`config.mk`:
```
export PLATFORM = sky130hd
export DESIGN_NAME = hilo_muldiv_unit
export DESIGN_NICKNAME = d
export VERILOG_FILES = /design/src/rtl/hilo_muldiv_unit.sv
export SDC_FILE = /design/constraint.sdc
export NUM_CORES = 1
export LEC_CHECK = 0
export BUFFER_PORTS_ARGS = -buffer_cell sky130_fd_sc_hd__buf_2
export CORE_MARGIN = 5
export CORE_UTILIZATION = 45
export CTS_CLUSTER_DIAMETER = 150
export DETAILED_ROUTE_END_ITERATION = 7
export PLACE_DENSITY = 0.62
export REMOVE_ABC_BUFFERS = 1
export SYNTH_ARGS = -nofsm -noshare
export SYNTH_HDL_FRONTEND = slang
export SYNTH_SLANG_ARGS = --single-unit
```
`constraint.sdc`:
```
create_clock -name clk -period 4.6 [get_ports clk]
set_clock_uncertainty 0.1 [all_clocks]
set_input_delay 0.46 -clock clk [delete_from_list [all_inputs] [get_ports clk]]
set_output_delay 0.46 -clock clk [all_outputs]
set_load 0.01 [all_outputs]
```
`src/rtl/hilo_muldiv_unit.sv`:
```
// hilo_muldiv_unit: iterative shift-add multiplier and restoring divider
// writing a full-width product or quotient/remainder into HI/LO.
// Optional signed operation is enabled by defining SIGNED_MULDIV_EN.
module hilo_muldiv_unit #(
  parameter int WORD_LENGTH = 32
) (
  input  logic                   clk,
  input  logic                   reset,
  input  logic                   start,
  input  logic [1:0]             op,
  input  logic [WORD_LENGTH-1:0] dataA,
  input  logic [WORD_LENGTH-1:0] dataB,
`ifdef SIGNED_MULDIV_EN
  input  logic                   signed_op,
`endif
  output logic                   busy,
  output logic                   done,
  output logic                   div_by_zero,
  output logic [WORD_LENGTH-1:0] hi,
  output logic [WORD_LENGTH-1:0] lo
);

  localparam int W     = WORD_LENGTH;
  localparam int CNT_W = (W > 1) ? $clog2(W) : 1;
  localparam logic [CNT_W-1:0] LAST = CNT_W'(W - 1);

  localparam logic [1:0] OP_MULTU = 2'b00;
  localparam logic [1:0] OP_DIVU  = 2'b01;
  localparam logic [1:0] OP_MTHI  = 2'b10;

  typedef enum logic [1:0] {S_IDLE, S_MUL, S_DIV, S_DONE} state_t;
  state_t r_state, w_state_next;

  logic [CNT_W-1:0] r_cnt;
  logic [2*W-1:0]   r_acc;     // product accumulator
  logic [2*W-1:0]   r_mcand;   // multiplicand, shifted left each step
  logic [W-1:0]     r_opb;     // multiplier (shifted right) or divisor (held)
  logic [W-1:0]     r_rem;     // partial remainder
  logic [W-1:0]     r_quo;     // dividend bits shift out, quotient bits shift in
  logic             r_neg_x;   // result sign: sign(A) xor sign(B)
  logic             r_neg_a;   // remainder sign follows the dividend
  logic [W-1:0]     r_hi, r_lo;
  logic             r_dz;

  logic             w_signed;
`ifdef SIGNED_MULDIV_EN
  assign w_signed = signed_op;
`else
  assign w_signed = 1'b0;
`endif

  // Signed operands are converted to magnitudes when accepted
  logic [W-1:0] w_mag_a, w_mag_b;
  logic         w_neg_a_in, w_neg_b_in;
  assign w_neg_a_in = w_signed & dataA[W-1];
  assign w_neg_b_in = w_signed & dataB[W-1];
  assign w_mag_a    = w_neg_a_in ? -dataA : dataA;
  assign w_mag_b    = w_neg_b_in ? -dataB : dataB;

  logic w_last;
  assign w_last = (r_cnt == LAST);

  // Multiply step: add the shifted multiplicand when the current multiplier bit is set
  logic [2*W-1:0] w_acc_sum, w_prod_fix;
  assign w_acc_sum  = r_acc + (r_opb[0] ? r_mcand : {(2*W){1'b0}});
  assign w_prod_fix = r_neg_x ? -w_acc_sum : w_acc_sum;

  // Divide step: W+1-bit trial subtraction, the top bit of the difference is the borrow
  logic [W:0]   w_shift, w_diff;
  logic         w_borrow;
  logic [W-1:0] w_rem_next, w_quo_next, w_rem_fix, w_quo_fix;
  assign w_shift    = {r_rem, r_quo[W-1]};
  assign w_diff     = w_shift - {1'b0, r_opb};
  assign w_borrow   = w_diff[W];
  assign w_rem_next = w_borrow ? w_shift[W-1:0] : w_diff[W-1:0];
  assign w_quo_next = {r_quo[W-2:0], ~w_borrow};
  assign w_rem_fix  = r_neg_a ? -w_rem_next : w_rem_next;
  assign w_quo_fix  = r_neg_x ? -w_quo_next : w_quo_next;

  // State register
  always_ff @(posedge clk) begin
    if (reset) r_state <= S_IDLE;
    else       r_state <= w_state_next;
  end

  // Next-state logic; start is only looked at in IDLE
  always_comb begin
    w_state_next = r_state;
    case (r_state)
      S_IDLE: begin
        if (start) begin
          case (op)
            OP_MULTU: w_state_next = S_MUL;
            OP_DIVU:  w_state_next = (dataB == '0) ? S_DONE : S_DIV;
            default:  w_state_next = S_DONE;
          endcase
        end
      end
      S_MUL:   if (w_last) w_state_next = S_DONE;
      S_DIV:   if (w_last) w_state_next = S_DONE;
      default: w_state_next = S_IDLE;
    endcase
  end

  // Status outputs decoded from state
  always_comb begin
    busy = (r_state != S_IDLE);
    done = (r_state == S_DONE);
  end

  // Datapath: operand capture, iterations, and HI/LO result write-back
  always_ff @(posedge clk) begin
    if (reset) begin
      r_cnt   <= '0;
      r_acc   <= '0;
      r_mcand <= '0;
      r_opb   <= '0;
      r_rem   <= '0;
      r_quo   <= '0;
      r_neg_x <= 1'b0;
      r_neg_a <= 1'b0;
      r_hi    <= '0;
      r_lo    <= '0;
      r_dz    <= 1'b0;
    end else begin
      case (r_state)
        S_IDLE: begin
          if (start) begin
            r_cnt   <= '0;
            r_dz    <= 1'b0;
            r_neg_x <= w_neg_a_in ^ w_neg_b_in;
            r_neg_a <= w_neg_a_in;
            case (op)
              OP_MULTU: begin
                r_acc   <= '0;
                r_mcand <= {{W{1'b0}}, w_mag_a};
                r_opb   <= w_mag_b;
              end
              OP_DIVU: begin
                if (dataB == '0) begin
                  r_hi <= dataA;
                  r_lo <= '1;
                  r_dz <= 1'b1;
                end else begin
                  r_rem <= '0;
                  r_quo <= w_mag_a;
                  r_opb <= w_mag_b;
                end
              end
              OP_MTHI: r_hi <= dataA;
              default: r_lo <= dataA;
            endcase
          end
        end
        S_MUL: begin
          r_acc   <= w_acc_sum;
          r_mcand <= r_mcand << 1;
          r_opb   <= r_opb >> 1;
          r_cnt   <= r_cnt + CNT_W'(1);
          if (w_last) {r_hi, r_lo} <= w_prod_fix;
        end
        S_DIV: begin
          r_rem <= w_rem_next;
          r_quo <= w_quo_next;
          r_cnt <= r_cnt + CNT_W'(1);
          if (w_last) begin
            r_hi <= w_rem_fix;
            r_lo <= w_quo_fix;
          end
        end
        default: ;
      endcase
    end
  end

  assign hi          = r_hi;
  assign lo          = r_lo;
  assign div_by_zero = r_dz;

endmodule

```
**Word-level counts from Yosys, hierarchy flattened**

Index checks and enable logic that the tools add are counted.

- Add/sub/neg operators: 3
- Eq/ne operators: 18
- Mux-type cells: 41
- Bitwise gates (word level): 1
- Reductions and logical operators: 18

Operators with widths:

| cell | count |
|---|---|
| $mux W32 | 17 |
| $pmux W32 S2 | 6 |
| $mux W64 | 5 |
| $pmux W64 S2 | 2 |
| $pmux W32 S3 | 2 |
| $add A64 B64 Y64 | 1 |
| $sub A33 B32 Y33 | 1 |
| $logic_not A32 Y1 | 1 |
| $ne A2 B2 Y1 const B | 6 |
| $reduce_and A6 Y1 | 2 |
| $pmux W5 S2 | 1 |
| $pmux W2 S2 | 2 |
| $reduce_and A4 Y1 | 2 |
| $reduce_bool A2 Y1 | 4 |
| $eq A2 B2 Y1 const B | 3 |
| $ne A3 B2 Y1 const B | 2 |
| $ne A3 B3 Y1 const B | 2 |
| $reduce_and A2 Y1 | 3 |
| $add A5 B1 Y5 const B | 1 |
| $eq A5 B5 Y1 const B | 1 |
| $mux W5 | 1 |
| $eq A2 B1 Y1 const B | 2 |
| $logic_not A2 Y1 | 2 |
| $mux W2 | 2 |
| 6 further kinds | 10 |

- Register bits: 296
- Input bits: 69
- Output and inout bits: 67
- Logic and storage cells: 91

**Logic depth before layout (Yosys ltp)**

Gate-level depths: netlist (run 1).

- Depth after elaboration: 5
- Gate-level depth with buffers: 16

**Least setup slack after synthesis (run 1)**

No wires, ideal clock.

- Kind: register -> register
- Start: register r_opb[0]
- End: register r_acc[60]
- Library setup time: 0.117 ns
- Arrival time: 3.510 ns
- Required time: 4.383 ns
- Path slack: 0.873 ns
- Cell stages (with the launch flop): 17
- Buffers on the path: 2
- Period minus slack after synthesis: 3.727 ns
- Cells stage by stage: dfxtp_1 > clkbuf_1 > clkbuf_1 > and2_1 > ha_1 > inv_1 > fa_1 > nand2b_1 > a21oi_1 > o311a_1 > o31a_1 > o2111ai_2 > a2111oi_2 > o21ai_2 > o41ai_4 > xnor2_1 > a22o_1

- Word-level cells in the longest chain between the ends: 3

RTL lines:

| what | line | text |
|---|---|---|
| start, declared | 37 | `logic [W-1:0] r_opb;` |
| start signal, assigned | 137 | `r_opb <= w_mag_b;` |
| start signal, assigned | 147 | `r_opb <= w_mag_b;` |
| start signal, assigned | 158 | `r_opb <= r_opb >> 1;` |
| $mux W64 | 65 | `assign w_acc_sum = r_acc + (r_opb[0] ? r_mcand : {(2*W){1'b0}});` |
| $add A64 B64 Y64 | 65 |  |
| $pmux W64 S2 | 126 | `case (r_state)` |
| end signal, assigned | 156 | `r_acc <= w_acc_sum;` |
| end, declared | 35 | `logic [2*W-1:0] r_acc;` |

No other way between the ends.
A chain may end at the register's enable or synchronous reset.

**Worst setup path after layout (run 1)**

- Start: register r_opb[0]
- End: register r_hi[13] (netlist: hi[13])

- Word-level cells in the longest chain between the ends: 4
- Elaborated cells between the ends (all ways): 7
- Those cells by class: 2 x add/sub; 5 x mux

RTL lines:

| what | line | text |
|---|---|---|
| $mux W64 or $sub A33 B32 Y33 (tied branches) | 65, 73 |  |
| $add A64 B64 Y64 or $mux W32 (tied branches) | 65, 75 |  |
| $mux W32 (on tied branches) | 160, 166 |  |
| $pmux W32 S3 (*) | 126 |  |
| end signal, assigned | 141 | `r_hi <= dataA;` |
| end signal, assigned | 160 | `if (w_last) {r_hi, r_lo} <= w_prod_fix;` |
| end signal, assigned | 167 | `r_hi <= w_rem_fix;` |
| end, declared | 42 | `logic [W-1:0] r_hi, r_lo;` |

Mark *: on every way between the ends. The rest lies on a longest branch, timed or not. The select of a mux whose other input is x is not followed.

==> results of run 1 <==
stage by stage:
step / instance area (sq um) / TNS, ns / cells / setup WS, ns
after detailed placement: 20000 / 0 / 3022 / 0.260
after global routing: 21300 / 0 / 3085 / 0.0383
after CTS: 21300 / 0 / 3085 / 0.252
after global placement: 20000 / 0 / 3022 / 0.268
final: 21300 / 0 / 3085 / 0.314
after floorplan: 18300 / -807.08 / 2313 / -4.66
cells in the final DEF (no fill, tap or decap), types with 22 or more instances in the layout:
master / count
a221oi_1: 22
a311oi_1: 30
nand4_1: 29
mux2i_1: 80
xnor2_1: 46
ha_1: 98
buf_2: 134
a211oi_1: 102
nand2_1: 316
clkbuf_16: 37
xor2_1: 36
a21o_1: 29
nor2_1: 266
inv_1: 76
buf_4: 31
dfxtp_1: 295
or3_1: 27
o21ai_0: 104
and2_1: 68
a21oi_1: 251
nand3_1: 108
nor3_1: 35
layout make-up:
cell class | count | area [sq um] | area share
Timing Repair Buffer | 170 | 998 | 0.0469
Sequential cell | 296 | 5930 | 0.279
Multi-Input combinational cell | 1940 | 12100 | 0.571
Inverter | 77 | 289 | 0.0136
Tap cell | 539 | 674 | 0.0317
Clock inverter | 12 | 173 | 0.00812
Clock buffer | 51 | 1070 | 0.0502
critical path: cells and delay by family, from the launching register on:
kind | cells | cell delay, ns
DFF | 1 | 0.36
xor gates and xnor gates | 1 | 0.38
and+or+nand+nor | 3 | 0.60
adders and majority gates | 1 | 0.45
AOI/OAI and AO/OA | 6 | 2.03
buffers and inverters | 1 | 0.22
per-layer routing:
| layer | vias up | GRT usage |
|---|---|---|
| li1 | 9022 | - |
| met1 | 8861 | 0.368 |
| met2 | 589 | 0.440 |
| met3 | 107 | 0.0370 |
| met4 | 0 | 0.0934 |
| met5 | - | 0 |
registers in the layout (all words and copies together) (netlist names):
name,cells
r_mcand,64
r_cnt,5
r_state,2
hi,32
r_opb,32
lo,32
r_rem,32
r_quo,32
r_acc,64
div_by_zero,1
power breakdown:
part	leakage, nW	internal [mW]	switching (mW)
clock network	0.608	1.84	1.16
registers	2.41	3.03	0.341
logic	5.32	1.75	3.62
cells by family after synthesis:
kind of cell             share of synthesized area
adder cells (fa/ha/maj)                     0.0687
AO/OA/AOI/OAI                                0.257
buffers and inverters                       0.0529
AND/OR/NAND/NOR                              0.226
flip-flops                                   0.312
multiplexers                                0.0428
XOR/XNOR                                    0.0407
timing repair:
item | CTS | global route
setup buffers | 0 | 0
setup endpoints to repair | 0 | 2
resized for setup | 0 | 2
path summary, 6_finish.rpt:
check             cells past startpoint  slack (ns)             startpoint                     end
hold / removal                        3        0.10              dataB[31]  r_opb[31]$_SDFFE_PP0P_
hold reg to reg                       2        0.35    lo[11]$_SDFFE_PP0P_     lo[11]$_SDFFE_PP0P_
setup / recovery                     12        0.31  r_opb[0]$_SDFFE_PP0P_     hi[13]$_SDFFE_PP0P_
setup reg to reg                     12        0.31  r_opb[0]$_SDFFE_PP0P_     hi[13]$_SDFFE_PP0P_
==> results by group, run 1 <==
Global routing
  – Largest net degree at the start of global routing: 149
  – First-pass GRT wire length: 102,000 microns
  – Initial antenna violation count: 0
  – Gr usage total: 0.270
  – Vias in the first global route: 17,700
  – Gr ovfl total: 0

Route
  – Uppermost layer routed: met4
  – Starting DRT DRC Count: 1,549
  – Metal2 WL: 29,700 microns
  – DRT Pass-1 Iters: 5
  – Vias/cell: 6.02
  – WL per Instance: 21.1 microns
  – DRC viols: 0
  – Metal3 WL: 3850 microns
  – DRT antenna net count: 0
  – Total Routed Length: 65,100 microns
  – DR vias: 18,600
  – Metal-1 WL: 29,300 microns

Timing
  – RSZ-0062 raised after global routing: no
  – Setup violators final: 0
  – Peak Freq: 233 MHz
  – Min Tclk post-route: 4.29 ns
  – Max-slew headroom at the worst pin: 0.253
  – Slew Limit Fails: 0
  – Tightest Pin Transition: 1.12 ns
  – Min Hold Slack: 0.101 ns
  – Crit share post-route: 0.932
  – Final Hold Vio Count: 0

Clocking
  – Root buf cell: clkbuf_16
  – Clk_lat worst skew: 0.56 ns
  – Hold Buf Count CTS: 0
  – Clock transition at path regs: 0.06 ns
  – CTS tree: built
  – H-tree depth: 2
  – CTS Buf Count: 36
  – Max clock buf depth: 3
  – CTS sink cnt: 296

Logic synthesis
  – Post-synth EDFFs: 0
  – Synth warn: 0
  – Commonest cells in the netlist: nand2_1 (317), dfxtp_1 (296), nor2_1 (266)
  – Largest cells by area after synthesis: dfxtp_1 (31%), ha_1 (6.7%), a21oi_1 (6.6%)
  – Ys async rst share: 0
  – Yosys cell types: 85
  – Mapped cell area: 19,000 sq um
  – Prevailing post-synth register cell: dfxtp_1
  – Avg Inst Size Synth: 7.62 sq um
  – Mapped Cells: 2,491
  – Register area share after synthesis: 0.312
  – Yosys top cell by area: dfxtp_1
  – Top-count cell post-synth: nand2_1
  – Flops & latches, synth: 296
  – Synth top area share: 0.312

Run status
  – Status: completed

Cells and area
  – Diode count: 0
  – Nets: 2,693
  – P&R area growth vs syn: 12.1%
  – Fill count: 4,188
  – Core Util, Final: 0.508
  – Share of cells above drive strength 1: 0.111

Floorplan
  – Core area: 41,900 sq um
  – Row cnt: 75
  – Die area: 46,400 sq um
  – Die height: 215 microns
  – Initial Utilization: 0.454
  – Die extent in x: 215 microns
  – Io pins: 136

Power and ir drop
  – Total power: 11.7 mW
  – Maximum VDD drop: 0.000819 V
  – PD cells: 552 nW/um^2
  – Lkg Pwr: 8.33 nW

Worst hold path
  – Path category of the worst min-delay check: primary input to flop

Critical path
  – Biggest cell delay along the critical path: 0.59 ns
  – WP data arrival: 4.62 ns
  – Worst EP required: 4.93 ns
  – Setup CP Type: flop to flop
  – Crit path launch type: flop
  – Crit-path slowest cell: a2111oi_0
  – Worst-path fanout max: 23
  – CP cell instances: buf_4, and2_1, ha_1, nand2_1, a2111oi_0, o21ai_0, nand4b_1, o22ai_1, o31ai_1, xor2_1, a211oi_1, a2111oi_1
  – CP Capture Type: flop

Flow run
  – MaxCap Viol Count: 0

Placement
  – Final HPWL DP: 47,900 microns
  – IO Port Bufs: 135
  – Final GP Congestion: 0.976
No activity file was read; power rests on OpenSTA's default activity.
==> run 2: changes to the inputs <==
--- a/config.mk
+++ b/config.mk
@@ -7,10 +7,10 @@
 export LEC_CHECK = 0
 export BUFFER_PORTS_ARGS = -buffer_cell sky130_fd_sc_hd__buf_2
 export CORE_MARGIN = 5
-export CORE_UTILIZATION = 45
+export CORE_UTILIZATION = 60
 export CTS_CLUSTER_DIAMETER = 150
 export DETAILED_ROUTE_END_ITERATION = 7
-export PLACE_DENSITY = 0.62
+export PLACE_DENSITY = 0.79
 export REMOVE_ABC_BUFFERS = 1
 export SYNTH_ARGS = -nofsm -noshare
 export SYNTH_HDL_FRONTEND = slang
==> results by group, run 2 (synthesis gave the netlist of run 1 again) <==
Run status
  – Status: completed

Route
  – WL per Instance: 21.0 microns
  – Vias/cell: 6.42
  – DRT Pass-1 Iters: 5
  – DRT antenna net count: 0
  – DR vias: 18,900
  – DRC viols: 0
  – Starting DRT DRC Count: 1,877
  – Total Routed Length: 61,900 microns

Timing
  – Crit share post-route: 0.938
  – Min Hold Slack: 0.131 ns
  – Peak Freq: 232 MHz
  – Setup violators final: 0
  – RSZ-0062 raised after global routing: no
  – Worst setup margin: 0.287 ns
  – Tightest Pin Transition: 1.20 ns
  – Min Tclk post-route: 4.31 ns
  – Slew Limit Fails: 0
  – Max-slew headroom at the worst pin: 0.199
  – Final Hold Vio Count: 0

Critical path
  – CP bufs+invs: 1
  – Crit path launch type: flop
  – Crit-path slowest cell: nor3b_1
  – Biggest cell delay along the critical path: 0.48 ns
  – Worst-path fanout max: 35
  – CP cell instances: buf_4, and2_1, ha_1, and2_1, and3_1, nor3b_1, nand2_1, o221ai_1, o2bb2ai_1, o31a_1, xor2_1, a21oi_1, a2111oi_2
  – Worst R2R End: hi[31]$_SDFFE_PP0P_
  – Flop2flop setup slack: 0.29 ns
  – WP data arrival: 4.64 ns
  – Worst Reg2Reg Path Length in Cells: 13
  – FF-to-FF Start: r_opb[0]$_SDFFE_PP0P_
  – CP Capture Type: flop
  – Largest delay share family, worst path: compound AO/OA/AOI/OAI gates
  – CP most frequent cell: and2_1
  – Worst EP required: 4.92 ns
  – Setup CP Type: flop to flop

Placement
  – Placed insts: 2,884
  – IO Port Bufs: 135
  – Final HPWL DP: 44,600 microns
  – Final GP Congestion: 0.982
  – Post-place setup slack: 0.416 ns

Clocking
  – Max clock buf depth: 3
  – Setup Buffers After CTS: 0
  – Clock transition at path regs: 0.06 ns
  – Clk_lat worst skew: 0.54 ns
  – H-tree depth: 2
  – CTS Buf Count: 34
  – Root buf cell: clkbuf_16
  – CTS sink cnt: 296
  – Post-CTS Resized: 0
  – CTS tree: built
  – Hold Buf Count CTS: 0

Power and ir drop
  – Flop pwr share: 0.295
  – Internal power: 6.38 mW
  – Total power: 11.4 mW
  – Sw Ratio: 0.443
  – Lkg Pwr: 8.25 nW
  – Maximum VDD drop: 0.000593 V
  – PD cells: 547 nW/um^2
  – Share of total power in the clock network: 0.236
  – P_sw: 5.06 mW
  – Power share of the combinational group: 0.469

Worst hold path
  – Path category of the worst min-delay check: primary input to flop
  – Hold path start: dataA[14]
  – Worst Hold End: r_quo[14]$_SDFFE_PP0P_
  – Hold Path Depth: 3

Cells and area
  – Largest registers: r_acc (64), r_mcand (64)
  – Fill count: 2,792
  – Most common library cell in the layout ignoring fill and taps: nand2_1
  – Most frequent cells in the layout: nand2_1 (316), dfxtp_1 (296), nor2_1 (266)
  – Nets: 2,690
  – Register Area: 5930 sq um
  – P&R area growth vs syn: 10.2%
  – Layout Cells excl Fill: 2,943
  – Share of cells above drive strength 1: 0.107
  – Area of the multi-input gates: 12,100 sq um

Floorplan
  – Io pins: 136
  – Core area: 31,400 sq um
  – Die area: 35,300 sq um
  – Die height: 188 microns
  – Initial Utilization: 0.605
  – Die extent in x: 188 microns
  – Row cnt: 65

Global routing
  – Gr usage total: 0.337
  – Initial antenna violation count: 1
  – First-pass GRT wire length: 97,500 microns
  – Largest net degree at the start of global routing: 149
  – Gr ovfl total: 0
  – Vias in the first global route: 17,900

Flow run
  – MaxCap Viol Count: 0
==> run 2: worst reg2reg max path: cells and delay by family, from the launching register on <==
kind / cells / cell delay, ns
flops: 1 / 0.32
compound gates: 5 / 1.47
xor+xnor: 1 / 0.28
fa+ha+maj: 1 / 0.41
buf+inv: 1 / 0.23
simple gates: 5 / 1.39
==> run 2: power groups by stage <==
| stage | Combinational, mW | Sequential (mW) | Clock, mW |
|---|---|---|---|
| finish | 5.37 | 3.37 | 2.70 |
| global route | 5.84 | 3.42 | 2.85 |
| CTS | 5.33 | 3.36 | 2.73 |
| detailed placement | 5.29 | 3.41 | 0 |
| global placement | 5.19 | 3.40 | 0 |
| floorplan | 3.55 | 3.42 | 0 |
==> run 2: how the worst max path moves through the flow <==
stage | from | endpoint | slack [ns] | cells after the start
global placement | r_opb[0]$_SDFFE_PP0P_ | hi[10]$_SDFFE_PP0P_ | 0.47 | 15
floorplan | r_state[0]$_SDFFE_PP0P_ | r_rem[20]$_SDFFE_PP0P_ | -4.66 | 7
detailed placement | r_opb[0]$_SDFFE_PP0P_ | hi[10]$_SDFFE_PP0P_ | 0.42 | 15
CTS | r_opb[0]$_SDFFE_PP0P_ | hi[10]$_SDFFE_PP0P_ | 0.41 | 15
finish | r_opb[0]$_SDFFE_PP0P_ | hi[31]$_SDFFE_PP0P_ | 0.29 | 13
global route | r_opb[0]$_SDFFE_PP0P_ | hi[10]$_SDFFE_PP0P_ | 0.009 | 15
==> run 2: metal layers <==
layer,track usage,part of all wire,up-vias
li1,-,-,9002
met1,0.440,0.42,8984
met2,0.566,0.46,755
met3,0.0454,0.072,147
met4,0.135,0.043,0
met5,0,0,-
==> run 2: layout make-up <==
| type | instances | share of cell area |
|---|---|---|
| multi-input combinational | 1940 | 0.580 |
| clock inverter | 7 | 0.00317 |
| inverter | 77 | 0.0138 |
| tap | 402 | 0.0240 |
| clock buffer | 51 | 0.0490 |
| sequential | 296 | 0.283 |
| antenna | 1 | 0.000120 |
| timing repair buffer | 169 | 0.0468 |
==> run 2: per-stage QoR <==
| stage | setup TNS [ns] | cell area [sq um] | util |
|---|---|---|---|
| 3_3_place_gp | 0 | 19800 | 0.632 |
| 2_1_floorplan | -807.08 | 18300 | - |
| 4_1_cts | 0 | 20900 | 0.667 |
| 5_1_grt | 0 | 20900 | 0.667 |
| 6_report | 0 | 20900 | 0.667 |
| 3_5_place_dp | 0 | 19800 | 0.632 |
==> run 3: changes to the inputs <==
--- a/config.mk
+++ b/config.mk
@@ -8,6 +8,7 @@
 export BUFFER_PORTS_ARGS = -buffer_cell sky130_fd_sc_hd__buf_2
 export CORE_MARGIN = 5
 export CORE_UTILIZATION = 60
+export CTS_BUF_LIST = sky130_fd_sc_hd__clkbuf_16
 export CTS_CLUSTER_DIAMETER = 150
 export DETAILED_ROUTE_END_ITERATION = 7
 export PLACE_DENSITY = 0.79
==> results by group, run 3 (synthesis gave the netlist of run 1 again) <==
Run status
  – Status: completed

Timing
  – Peak Freq: 232 MHz
  – Setup TNS: 0 ns
  – Worst setup margin: 0.283 ns
  – Crit share post-route: 0.939
  – Final Hold Vio Count: 0
  – Slew Limit Fails: 0
  – Setup violators final: 0
  – Tightest Pin Transition: 1.22 ns
  – Min Hold Slack: 0.125 ns
  – RSZ-0062 raised after global routing: no
  – Min Tclk post-route: 4.32 ns
  – Max-slew headroom at the worst pin: 0.188

Floorplan
  – Row cnt: 65
  – Initial Utilization: 0.605
  – Io pins: 136
  – Core area: 31,400 sq um
  – Die height: 188 microns
  – Die area: 35,300 sq um
  – Die extent in x: 188 microns

Critical path
  – Worst EP required: 4.92 ns
  – Biggest cell delay along the critical path: 0.47 ns
  – CP most frequent cell: and2_1
  – Crit-path slowest cell: nor3b_1
  – Crit path launch type: flop
  – Flop2flop setup slack: 0.28 ns
  – WP data arrival: 4.64 ns
  – Worst-path fanout max: 35
  – CP Capture Type: flop
  – Setup CP Type: flop to flop
  – CP cell instances: buf_4, and2_1, ha_1, and2_1, and3_1, nor3b_1, nand2_1, o221ai_1, o2bb2ai_1, o31a_1, xor2_1, a21oi_1, a2111oi_2

Clocking
  – Clock transition at path regs: 0.06 ns
  – Setup Buffers After CTS: 0
  – CTS tree: built
  – H-tree depth: 2
  – CTS sink cnt: 296
  – Max clock buf depth: 3
  – Clk_lat worst skew: 0.54 ns
  – Root buf cell: clkbuf_16
  – Post-CTS Resized: 0
  – CTS Buf Count: 34
  – Hold Buf Count CTS: 0

Cells and area
  – P&R area growth vs syn: 9.74%
  – Fill count: 2,809
  – Final instance area: 20,800 sq um
  – Most frequent cells in the layout: nand2_1 (316), dfxtp_1 (296), nor2_1 (266)
  – Register Area: 5930 sq um
  – Nets: 2,690
  – Most common library cell in the layout ignoring fill and taps: nand2_1
  – Core Util, Final: 0.664
  – Largest registers: r_acc (64), r_mcand (64)
  – Diode count: 0
  – Share of cells above drive strength 1: 0.103
  – Layout Cells excl Fill: 2,942
  – Area of the multi-input gates: 12,100 sq um

Route
  – DRT antenna net count: 0
  – DRC viols: 0
  – Vias/cell: 6.40
  – Total Routed Length: 62,200 microns
  – DRT Pass-1 Iters: 7
  – WL per Instance: 21.1 microns
  – DR vias: 18,800
  – Starting DRT DRC Count: 1,828

Placement
  – Final GP Congestion: 0.982
  – IO Port Bufs: 135
  – Final HPWL DP: 44,600 microns
  – Post-place setup slack: 0.416 ns
  – Dpl cell area: 19,800 sq um
  – Placed insts: 2,884

Global routing
  – Gr ovfl total: 0
  – Initial antenna violation count: 1
  – Vias in the first global route: 17,800
  – Gr usage total: 0.337
  – First-pass GRT wire length: 97,400 microns
  – Largest net degree at the start of global routing: 149

Worst hold path
  – Path category of the worst min-delay check: primary input to flop

Power and ir drop
  – Maximum VDD drop: 0.000591 V
  – Lkg Pwr: 8.23 nW
  – PD cells: 542 nW/um^2
  – Total power: 11.3 mW

Flow run
  – MaxCap Viol Count: 0
-- run 3: power breakdown --
group | leakage [nW] | switching, mW | internal [mW]
sequential | 2.41 | 0.343 | 3.03
clock | 0.517 | 1.10 | 1.43
combinational | 5.31 | 3.64 | 1.75
-- run 3: final timing paths --
path	from	to	cells past startpoint
worst max register to register	r_opb[0]$_SDFFE_PP0P_	hi[31]$_SDFFE_PP0P_	13
worst min-delay path	dataA[14]	r_quo[14]$_SDFFE_PP0P_	3
worst min register to register	lo[10]$_SDFFE_PP0P_	lo[10]$_SDFFE_PP0P_	2
worst max-delay path	r_opb[0]$_SDFFE_PP0P_	hi[31]$_SDFFE_PP0P_	13
-- run 3: critical path, delay by kind of cell, from the launching register on --
family | cells | cell delay, ns
AOI/OAI and AO/OA | 5 | 1.49
DFF | 1 | 0.32
xor gates and xnor gates | 1 | 0.28
adders and majority gates | 1 | 0.41
and+or+nand+nor | 5 | 1.35
buffers and inverters | 1 | 0.23
-- run 3: routing by layer --
| metal | vias to the layer above | routed length, microns | GRT usage |
|---|---|---|---|
| met5 | - | 0 | 0 |
| li1 | 9014 | - | - |
| met1 | 8904 | 26300 | 0.440 |
| met2 | 777 | 28800 | 0.566 |
| met3 | 145 | 4480 | 0.0467 |
| met4 | 0 | 2670 | 0.133 |
-- run 3: final cells by class --
cell class,instances,share of cell area
inverters,77,0.0139
repair buffers,169,0.0470
flip-flops and latches,296,0.284
clock inverters,23,0.00607
well taps,402,0.0241
multi-input cells,1940,0.582
clock buffers,35,0.0420
